## config.mk

```make
export PLATFORM = sky130hd
export DESIGN_NAME = bet_round_controller
export DESIGN_NICKNAME = d
export VERILOG_FILES = /design/src/rtl/bet_round_controller.sv
export SDC_FILE = /design/constraint.sdc
export NUM_CORES = 1
export LEC_CHECK = 0
export CORE_MARGIN = 4
export CORE_UTILIZATION = 49
export CTS_BUF_LIST = sky130_fd_sc_hd__clkbuf_4
export CTS_CLUSTER_SIZE = 16
export DETAILED_ROUTE_END_ITERATION = 6
export HOLD_SLACK_MARGIN = 0.03
export PLACE_DENSITY = 0.82
export SLEW_MARGIN = 20
export SYNTH_ARGS = -nofsm -noshare
export SYNTH_HDL_FRONTEND = slang
export SYNTH_SLANG_ARGS = --single-unit
export TNS_END_PERCENT = 1
```

## constraint.sdc

```tcl
create_clock -name clock -period 2.2 [get_ports clock]
set_input_delay 0.22 -clock clock [delete_from_list [all_inputs] [get_ports clock]]
set_output_delay 0.22 -clock clock [all_outputs]
set_load 0.1 [all_outputs]
```

## src/rtl/bet_round_controller.sv

```systemverilog
// bet_round_controller
// Sequences one roulette round: collects keyboard bet codes tagged with the
// sensed chip colour into a small bet buffer, issues a spin request, waits for
// the processor's result, holds the result for display, then clears the table.
//
// Optional feature macro: BET_UNDO_EN
//   defined   -> opcode 6'b111101 removes the most recent bet while collecting
//   undefined -> 6'b111101 is stored like any other bet opcode
module bet_round_controller #(
    parameter int MAX_BETS     = 12,
    parameter int BET_W        = 8,
    parameter int SPIN_TIMEOUT = 50_000_000,
    parameter int HOLD_CYCLES  = 100_000_000
) (
    input  logic                      clock,
    input  logic                      reset,
    input  logic                      key_valid,
    input  logic [5:0]                bet_opcode,
    input  logic [2:0]                chip_color,
    input  logic                      result_valid,
    input  logic [5:0]                result_number,
    output logic [MAX_BETS*BET_W-1:0] bets_flat,
    output logic [3:0]                bet_count,
    output logic                      spin_req,
    output logic                      bets_locked,
    output logic [5:0]                win_number,
    output logic                      win_valid,
    output logic                      reject,
    output logic [2:0]                round_state
);

    localparam int TO_W = (SPIN_TIMEOUT > 1) ? $clog2(SPIN_TIMEOUT) : 1;
    localparam int HO_W = (HOLD_CYCLES > 1) ? $clog2(HOLD_CYCLES) : 1;
    localparam logic [TO_W-1:0] TO_LAST   = TO_W'(SPIN_TIMEOUT - 1);
    localparam logic [HO_W-1:0] HO_LAST   = HO_W'(HOLD_CYCLES - 1);
    localparam logic [3:0]      MAX_COUNT = 4'(MAX_BETS);

    localparam logic [5:0] OP_NONE = 6'b111111;
    localparam logic [5:0] OP_SPIN = 6'b111110;
    localparam logic [5:0] OP_UNDO = 6'b111101;

    typedef enum logic [2:0] {
        ST_COLLECT = 3'd0,
        ST_SPIN    = 3'd1,
        ST_WAIT    = 3'd2,
        ST_SHOW    = 3'd3,
        ST_CLEAR   = 3'd4
    } state_t;

    state_t          state_reg;
    logic            key_valid_reg;
    logic [3:0]      bet_count_reg;
    logic [TO_W-1:0] timeout_cnt_reg;
    logic [HO_W-1:0] hold_cnt_reg;
    logic [5:0]      win_number_reg;
    logic            win_valid_reg;
    logic            spin_req_reg;
    logic            reject_reg;

    logic             key_event;
    logic             in_collect;
    logic             op_none;
    logic             op_spin;
    logic             op_undo;
    logic             bet_accept;
    logic             spin_accept;
    logic             reject_next;
    logic             clear_all;
    logic [BET_W-1:0] new_bet;
`ifdef BET_UNDO_EN
    logic             undo_accept;
`endif

    // Decode the key event and decide whether it is accepted or refused
    always_comb begin
        key_event   = key_valid & ~key_valid_reg;
        in_collect  = (state_reg == ST_COLLECT);
        op_none     = (bet_opcode == OP_NONE);
        op_spin     = (bet_opcode == OP_SPIN);
`ifdef BET_UNDO_EN
        op_undo     = (bet_opcode == OP_UNDO);
        undo_accept = key_event & in_collect & op_undo & (bet_count_reg != 4'd0);
`else
        op_undo     = 1'b0;
`endif
        bet_accept  = key_event & in_collect & ~op_none & ~op_spin & ~op_undo
                      & (chip_color != 3'b000) & (bet_count_reg != MAX_COUNT);
        spin_accept = key_event & in_collect & op_spin & (bet_count_reg != 4'd0);
        reject_next = key_event & ~op_none & ~bet_accept & ~spin_accept;
`ifdef BET_UNDO_EN
        reject_next = reject_next & ~undo_accept;
`endif
        clear_all   = (state_reg == ST_CLEAR);
        new_bet     = BET_W'({chip_color[1:0], bet_opcode});
    end

    // Round sequencer: state, bet count, timers and registered status outputs
    always_ff @(posedge clock) begin
        if (reset) begin
            state_reg       <= ST_COLLECT;
            key_valid_reg   <= 1'b0;
            bet_count_reg   <= 4'd0;
            timeout_cnt_reg <= '0;
            hold_cnt_reg    <= '0;
            win_number_reg  <= 6'd0;
            win_valid_reg   <= 1'b0;
            spin_req_reg    <= 1'b0;
            reject_reg      <= 1'b0;
        end else begin
            key_valid_reg <= key_valid;
            reject_reg    <= reject_next;
            spin_req_reg  <= 1'b0;
            case (state_reg)
                ST_COLLECT: begin
                    if (bet_accept) begin
                        bet_count_reg <= bet_count_reg + 4'd1;
`ifdef BET_UNDO_EN
                    end else if (undo_accept) begin
                        bet_count_reg <= bet_count_reg - 4'd1;
`endif
                    end else if (spin_accept) begin
                        state_reg    <= ST_SPIN;
                        spin_req_reg <= 1'b1;
                    end
                end
                ST_SPIN: begin
                    state_reg       <= ST_WAIT;
                    timeout_cnt_reg <= '0;
                end
                ST_WAIT: begin
                    // A result arriving on the terminal timeout cycle still counts
                    if (result_valid) begin
                        win_number_reg <= result_number;
                        win_valid_reg  <= 1'b1;
                        hold_cnt_reg   <= '0;
                        state_reg      <= ST_SHOW;
                    end else if (timeout_cnt_reg == TO_LAST) begin
                        state_reg <= ST_CLEAR;
                    end else begin
                        timeout_cnt_reg <= timeout_cnt_reg + 1'b1;
                    end
                end
                ST_SHOW: begin
                    if (hold_cnt_reg == HO_LAST) begin
                        win_valid_reg <= 1'b0;
                        state_reg     <= ST_CLEAR;
                    end else begin
                        hold_cnt_reg <= hold_cnt_reg + 1'b1;
                    end
                end
                ST_CLEAR: begin
                    bet_count_reg <= 4'd0;
                    state_reg     <= ST_COLLECT;
                end
                default: begin
                    state_reg <= ST_COLLECT;
                end
            endcase
        end
    end

    // One register per bet slot; slot index equals the count at write time
    genvar gi;
    generate
        for (gi = 0; gi < MAX_BETS; gi++) begin : g_slot
            logic [BET_W-1:0] slot_reg;

            // Store, undo or wipe this slot
            always_ff @(posedge clock) begin
                if (reset || clear_all) begin
                    slot_reg <= '0;
                end else if (bet_accept && (bet_count_reg == 4'(gi))) begin
                    slot_reg <= new_bet;
`ifdef BET_UNDO_EN
                end else if (undo_accept && (bet_count_reg == 4'(gi + 1))) begin
                    slot_reg <= '0;
`endif
                end
            end

            assign bets_flat[gi*BET_W +: BET_W] = slot_reg;
        end
    endgenerate

    assign bet_count   = bet_count_reg;
    assign spin_req    = spin_req_reg;
    assign bets_locked = (state_reg != ST_COLLECT);
    assign win_number  = win_number_reg;
    assign win_valid   = win_valid_reg;
    assign reject      = reject_reg;
    assign round_state = state_reg;

endmodule

```

======== Yosys cells after proc, flatten, opt, wreduce, memory -nomap -nowiden ========
Cells that the tools add are included.
word-level totals
  flip-flop bits (word level) ............. 166
  input bits .............................. 19
  output and inout bits ................... 113
  logic and storage cells ................. 116
cells by class
  add/subtract/negate cells ............... 3
  equality and inequality tests ........... 29
  muxes and demuxes ....................... 18
  bitwise gates (word level) .............. 17
  reductions and logical operators ........ 28
operators with widths
  operator                                                          number
  27-bit 2-to-1 mux                                                 2
  27-bit case mux with 2 select lines                               1
  26-bit 2-to-1 mux                                                 2
  26-bit case mux with 2 select lines                               1
  27-bit by 1-bit adder with 27-bit output (second input constant)  1
  27-bit == test (second input constant)                            1
  26-bit by 1-bit adder with 26-bit output (second input constant)  1
  26-bit == test (second input constant)                            1
  4-bit by 3-bit == test with 1-bit output (second input constant)  4
  4-bit == test (second input constant)                             4
  3-bit 2-to-1 mux                                                  5
  6-bit == test (second input constant)                             2
  1-bit logical AND                                                 12
  2-bit != test (second input constant)                             6
  3-bit case mux with 4 select lines                                1
  1-bit AND                                                         11
  3-bit AND reduction                                               3
  4-bit by 2-bit == test with 1-bit output (second input constant)  2
  4-bit case mux with 2 select lines                                1
  3-bit by 2-bit == test with 1-bit output (second input constant)  2
  1-bit NOT                                                         6
  2-bit nonzero test                                                3
  3-bit nonzero test                                                2
  4-bit by 1-bit adder with 4-bit output (second input constant)    1
  other kinds (16)                                                  20

======== Longest topological paths before layout ========
Gate-level depths: netlist (run 1).
  depth after elaboration ................. 10
  depth in mapped cells ................... 8
  gate-level depth less buffers ........... 6

======== Least setup slack after synthesis (run 1) ========
OpenSTA, ideal clock, no wires.
  path kind ............................... flip-flop to flip-flop
  start ................................... register bet_count_reg[0] (netlist: bet_count[0])
  end ..................................... register g_slot[10].slot_reg[0]
  library setup time ...................... 0.128 ns
  arrival time ............................ 2.846 ns
  required time ........................... 2.072 ns
  setup slack ............................. -0.773 ns
  stages on the path, launching flop included .. 9
  path buffers ............................ 2
  clock period less this slack ............ 2.973 ns
  cells stage by stage .................... dfxtp_1 -> inv_1 -> ha_1 -> clkbuf_1 -> a31oi_1 -> buf_6 -> nand4_4 -> mux2i_1 -> nor2_1
on the way
  cells in the longest elaborated chain, start to end .. 3
  elaborated cells between the ends (all ways) .. 4
  those cells by class .................... eq/ne (2); bitwise (1); reduce/logical (1)
ends and longest elaborated chain
  item                    line  RTL
  from (decl)             52    logic [3:0] bet_count_reg;
  from (signal assigned)  116   bet_count_reg <= bet_count_reg + 4'd1;
  4-bit != test           87    & (chip_color != 3'b000) & (bet_count_reg != MAX_COUNT);
  1-bit AND               87
  1-bit logical AND (*)   172   end else if (bet_accept && (bet_count_reg == 4'(gi))) begin
  to (signal assigned)    173   slot_reg <= new_bet;
  to (decl)               166   logic [BET_W-1:0] slot_reg;
Every way passes the cells marked *; elsewhere a longest branch is shown, timed or not.
A chain may end at the register's enable or synchronous reset.

======== Worst setup path after layout (run 1) ========
  start ................................... register state_reg[2] (netlist: round_state[2])
  end ..................................... output port bets_locked
on the way
  cells in the longest elaborated chain, start to end .. 1
ends and longest elaborated chain
  item                    line  RTL
  from (decl)             50    state_t state_reg;
  from (signal assigned)  100   state_reg <= ST_COLLECT;
  from (signal assigned)  122   state_reg <= ST_SPIN;
  from (signal assigned)  127   state_reg <= ST_WAIT;
  3-bit nonzero test      187   assign bets_locked = (state_reg != ST_COLLECT);
  to (decl)               25    output logic bets_locked,
Every way passes these cells.

==> flow_summary.toml, run 1 <==
[run_status]
run_status = "finished clean"

[synthesis]
syn-cell-area_um2 = 7310
ys_warn_count = 0
ys_async_sr_fraction = 0
synth_ff_type = "dfxtp_1"
yosys_register_bits = 166
synth_cell_types = 53
syn-num-nets = 800
syn_inst = 775
synth_edf_count = 0
syn_avg_cell_area_um2 = 9.43
synth_seq_area_share = 0.455

[placement]
port-buffer-count = 131
placed_area_um2 = 8820
routabilityCongestion = 0.819
dp_hpwl_mm = 13.2
post-place-ws_ns = -0.0986

[worst_setup_path]
worstPathCellList = "or3_1, buf_4, buf_4"
cpMostUsedCell = "buf_4"
path_max_fanout = 10
critPathArrivalTime_ns = 1.82
critPathKind = "register to primary output"
worstSetupEndpointType = "primary output"
critical_path_required_ns = 1.98
cp_slowest_stage_delay_ns = 0.45
critPathTopFamily = "simple AND/OR/NAND/NOR gates"
crit_buf_inv = 2
crit_path_start_kind = "register"
cp_slowest_cell = "or3_1"

[die]
die_w_um = 130
coreArea_um2 = 14600
ios = 132
start_util = 0.501
row_count = 44
fp.dieArea_um2 = 16900
die-height_um = 130

[global_routing]
grt_max_degree = 44
grt_pass1_wl_mm = 29.6
overflow = 0
antenna_found_initial = 0
grt_pass1_vias = 5727
grtUsageTotal = 0.219

[route]
num_vias = 6220
drtPass1Iterations = 5
drt-total-wl_mm = 18.3
drt_iter0_markers = 398
vias_per_cell = 5.54
wl_per_cell_um = 16.3
antenna_left = 0
drcViolationCount = 0

[pwr]
ir_drop_mv = 0.548
report.power.total_mw = 6.07
pwr_density_cell_nw_per_um2 = 668
p_leak_nw = 4.23

[cells_and_area]
syn_to_final_growth_pct = 24.2
stdcell_area_um2 = 9080
layout-drive-gt1-share = 0.236
diodes = 0
largest_reg_flops = 96
fillerInstances = 1216
utilization = 0.622
fin_nets = 951

[sta]
hold_viol_final = 0
rsz0062_at_grt = "false"
fin_skew_ns = 0.0176
worst_slack_ns = 0.161
fmax_mhz = 491
drv_slew = 0
tightest_slew_ns = 0.607
fin_crit_ns = 2.04
maxSlewHeadroom = 0.594
finalCritPeriodShare = 0.927
setup_violations = 0

[flow_run]
maxCapViolCount = 0

[clocking]
htreeDepth = 4
ctsLongestPathBuffers = 2
holdBufCountCts = 0
cts.root.buffer_cell = "clkbuf_4"
cts_tree = "done"
clk_latency_ns = 0.56
path_clk_slew_ns = 0.13
cts.sinks = 166
cts_made_buffers = 17

[min_path]
hold_path.class = "input pin to register"
cells in the final DEF, fill, tap and decap left out, types with 10 or more instances in the layout:
| master | n |
|---|---|
| nor2_1 | 119 |
| buf_4 | 157 |
| and4_1 | 10 |
| clkdlybuf4s50_1 | 18 |
| o21ai_0 | 10 |
| nand3_1 | 30 |
| xnor2_1 | 10 |
| nand2_1 | 65 |
| a21oi_1 | 36 |
| or3_1 | 26 |
| and3_1 | 14 |
| clkbuf_4 | 18 |
| mux2i_1 | 114 |
| dfxtp_1 | 160 |
power by group:
| part | internal [mW] | leakage [nW] | total, mW | switching (mW) |
|---|---|---|---|---|
| registers | 3.07 | 1.34 | 3.12 | 0.0551 |
| clock network | 0.466 | 0.124 | 1.56 | 1.10 |
| logic | 0.395 | 2.76 | 1.38 | 0.985 |
| total | 3.93 | 4.23 | 6.07 | 2.14 |
kinds of logic (layout without fill, tap and decap cells):
family | after synthesis | in the layout | share of synthesized area
compound gates | 101 | 101 | 0.0967
xor+xnor | 11 | 11 | 0.0132
fa+ha+maj | 6 | 6 | 0.0103
buf+inv | 55 | 218 | 0.0332
flops | 166 | 166 | 0.455
mux | 115 | 115 | 0.158
simple gates | 321 | 321 | 0.234
metal layers:
layer | up-vias | track usage | routed length [µm]
li1 | 3078 | - | -
met1 | 2975 | 0.283 | 8100
met2 | 153 | 0.349 | 8540
met3 | 14 | 0.0847 | 1480
met4 | 0 | 0.0483 | 195
met5 | - | 0 | 0
path summary, 6_finish.rpt:
kind                                         start                                to  slack [ns]  depth (start not counted)
setup / recovery       round_state[2]$_SDFFE_PP0P_                       bets_locked        0.16                          3
hold / removal                    result_number[3]        win_number[3]$_SDFFE_PP0P_        0.20                          3
setup reg to reg  timeout_cnt_reg[12]$_SDFFE_PP0P_  timeout_cnt_reg[22]$_SDFFE_PP0P_        0.18                          5
hold reg to reg         win_number[2]$_SDFFE_PP0P_        win_number[2]$_SDFFE_PP0P_        0.47                          2
synthesized netlist by cell type (9+ instances only):
cell type  count  area share
a2111o_1       9       0.014
a211oi_1       9      0.0092
a21oi_1       36       0.025
and3_1        14       0.012
and4_1        10       0.012
clkbuf_1      41       0.021
dfxtp_1      166        0.45
mux2i_1      114        0.16
nand2_1       66       0.034
nand3_1       30       0.021
nand4_1        9      0.0077
nor2_1       119       0.061
o21ai_0       10      0.0068
or3_1         26       0.022
xnor2_1       10       0.012
worst register-to-register path: cells and delay by family (launching register included):
kind / cells / cell delay [ns]
compound gates: 1 / 0.55
flops: 1 / 0.43
mux: 1 / 0.23
simple gates: 3 / 0.76
what timing repair did:
action | CTS | global route
setup endpoints to repair | 0 | 9
gates resized for setup | 0 | 3
buffers inserted | 0 | 0
through the flow:
step                cells  setup TNS, ns  hold slack [ns]
floorplan             775          -4.36            0.348
global placement     1091         -0.287            0.444
detailed placement   1091         -0.638            0.454
CTS                  1122              0            0.170
global route         1122              0            0.153
finish               1122              0            0.205
area by class of cell:
| type | instances | area (µm²) | area share |
|---|---|---|---|
| Clock buffer | 18 | 135 | 0.0149 |
| Clock inverter | 13 | 98.8 | 0.0109 |
| Sequential cell | 166 | 3340 | 0.368 |
| Inverter | 7 | 26.3 | 0.00289 |
| Tap cell | 184 | 230 | 0.0254 |
| Multi-Input combinational cell | 554 | 3780 | 0.417 |
| Timing Repair Buffer | 180 | 1460 | 0.161 |
Note: power is estimated with default switching activity, not from simulation.
==> inputs of run 2 (changes only) <==
==> constraint.sdc (replaced) <==
create_clock -name clock -period 2.2 [get_ports clock]
set_input_delay 0.33 -clock clock [delete_from_list [all_inputs] [get_ports clock]]
set_output_delay 0.33 -clock clock [all_outputs]
set_load 0.1 [all_outputs]
==> run 2 against run 1 <==
Effect of this change:
- sequential power is essentially flat
- cell count grew 0.45%
- critical path depth did not move
- power rose by 4.7%
- critical path type unchanged
- largest power group unchanged
==> flow_summary.toml, run 2 (synthesis gave the netlist of run 1 again) <==
[route]
num_vias = 6204
drcViolationCount = 0
drt-total-wl_mm = 18.3
drtPass1Iterations = 5
drt_iter0_markers = 443
wl_per_cell_um = 16.3
antenna_left = 0
vias_per_cell = 5.50

[clocking]
cts.root.buffer_cell = "clkbuf_4"
clk_latency_ns = 0.57
cts_made_buffers = 17
cts_resized = 1
post_cts_buffers = 0
ctsLongestPathBuffers = 2
htreeDepth = 4
cts.sinks = 166
holdBufCountCts = 0
cts_tree = "done"
path_clk_slew_ns = 0.15

[worst_setup_path]
critPathTopFamily = "simple AND/OR/NAND/NOR gates"
worstSetupEndpointType = "primary output"
cp_slowest_stage_delay_ns = 0.42
crit_path_start_kind = "register"
cp_slowest_cell = "or3_4"
path_max_fanout = 10
critPathKind = "register to primary output"
critPathArrivalTime_ns = 1.75
critical_path_required_ns = 1.87
crit_buf_inv = 2
worstPathCellList = "or3_4, buf_4, buf_6"

[global_routing]
antenna_found_initial = 0
use_met1 = 0.284
gr-usage-met2 = 0.332
grt_pass1_vias = 5667
grt_max_degree = 63
grtUsageTotal = 0.217
top_usage_layer = "met2"
overflow = 0
use_met3 = 0.0876
grt_pass1_wl_mm = 29.3

[sta]
setup_violations = 0
maxSlewHeadroom = 0.290
tightest_slew_ns = 1.06
finalCritPeriodShare = 0.945
drv_slew = 0
worst_slack_ns = 0.121
hold_viol_final = 0
rsz0062_at_grt = "false"
fmax_mhz = 481
fin_crit_ns = 2.08
fin_skew_ns = 0.0138

[pwr]
ir_drop_mv = 0.691
power_frac_clock = 0.286
pwr-share-seq = 0.492
switchingPower_mw = 2.24
intPower_mw = 4.11
combPwrFrac = 0.222
p_sw_frac = 0.353
p_leak_nw = 4.28
pwr_density_cell_nw_per_um2 = 693

[flow_run]
maxCapViolCount = 0

[run_status]
run_status = "finished clean"

[cells_and_area]
syn_to_final_growth_pct = 25.4
final_cell_mix = "dfxtp_1 (160), buf_4 (158), nor2_1 (119)"
final_common_cell = "dfxtp_1"
layout-drive-gt1-share = 0.241
diodes = 0
largest_reg_flops = 96
fin_cells = 1127
fin_nets = 955
fillerInstances = 1191
utilization = 0.628

[placement]
dp_hpwl_mm = 13.1
post-place-ws_ns = -0.0671
port-buffer-count = 131
place_inst = 1095
routabilityCongestion = 0.893

[die]
coreArea_um2 = 14600
die_w_um = 130
ios = 132
fp.dieArea_um2 = 16900
start_util = 0.501
row_count = 44
die-height_um = 130

[min_path]
hold_path.class = "input pin to register"
[run 2: final timing paths]
check	endpoint	start	slack, ns	depth (start not counted)
max	bets_locked	round_state[2]$_SDFFE_PP0P_	0.12	3
max reg2reg	timeout_cnt_reg[10]$_SDFFE_PP0P_	timeout_cnt_reg[0]$_SDFFE_PP0P_	0.14	7
min reg2reg	win_number[1]$_SDFFE_PP0P_	win_number[1]$_SDFFE_PP0P_	0.47	2
min	win_number[5]$_SDFFE_PP0P_	result_number[5]	0.30	3
[run 2: worst register-to-register path: cells and delay by family, from the launching register on]
family | cells | cell delay [ns]
AO/OA/AOI/OAI | 2 | 0.26
adder cells (fa/ha/maj) | 1 | 0.25
buffers and inverters | 1 | 0.21
flip-flops | 1 | 0.37
AND/OR/NAND/NOR | 3 | 0.91
[run 2: layout make-up]
cell class	instances	area [µm²]	share of cell area
clock buffers	17	128	0.0139
clock inverters	15	156	0.0171
inverters	7	26.3	0.00287
multi-input cells	554	3760	0.411
flip-flops and latches	166	3340	0.365
well taps	184	230	0.0251
repair buffers	184	1520	0.166
[run 2: per-stage QoR]
stage	TNS, ns	power [mW]	instance area [µm²]	hold WS (ns)
6_report	0	6.35	9170	0.298
3_3_place_gp	-0.121	4.57	8870	0.445
4_1_cts	0	6.39	9160	0.242
3_5_place_dp	-0.246	4.58	8870	0.448
5_1_grt	0	6.61	9170	0.244
2_1_floorplan	-4.36	4.18	7330	0.438
[run 2: power groups by stage]
stage	clock [mW]	sequential, mW	combinational, mW
after floorplan	0	3.56	0.618
after global placement	0	3.19	1.38
after detailed placement	0	3.19	1.39
after CTS	1.87	3.13	1.40
after global routing	1.99	3.14	1.48
final	1.81	3.13	1.41
[run 2: metal layers]
metal / share of wire / up-vias
met5: 0 / -
met4: 0.013 / 0
met3: 0.078 / 23
met2: 0.46 / 170
met1: 0.45 / 2931
li1: - / 3080
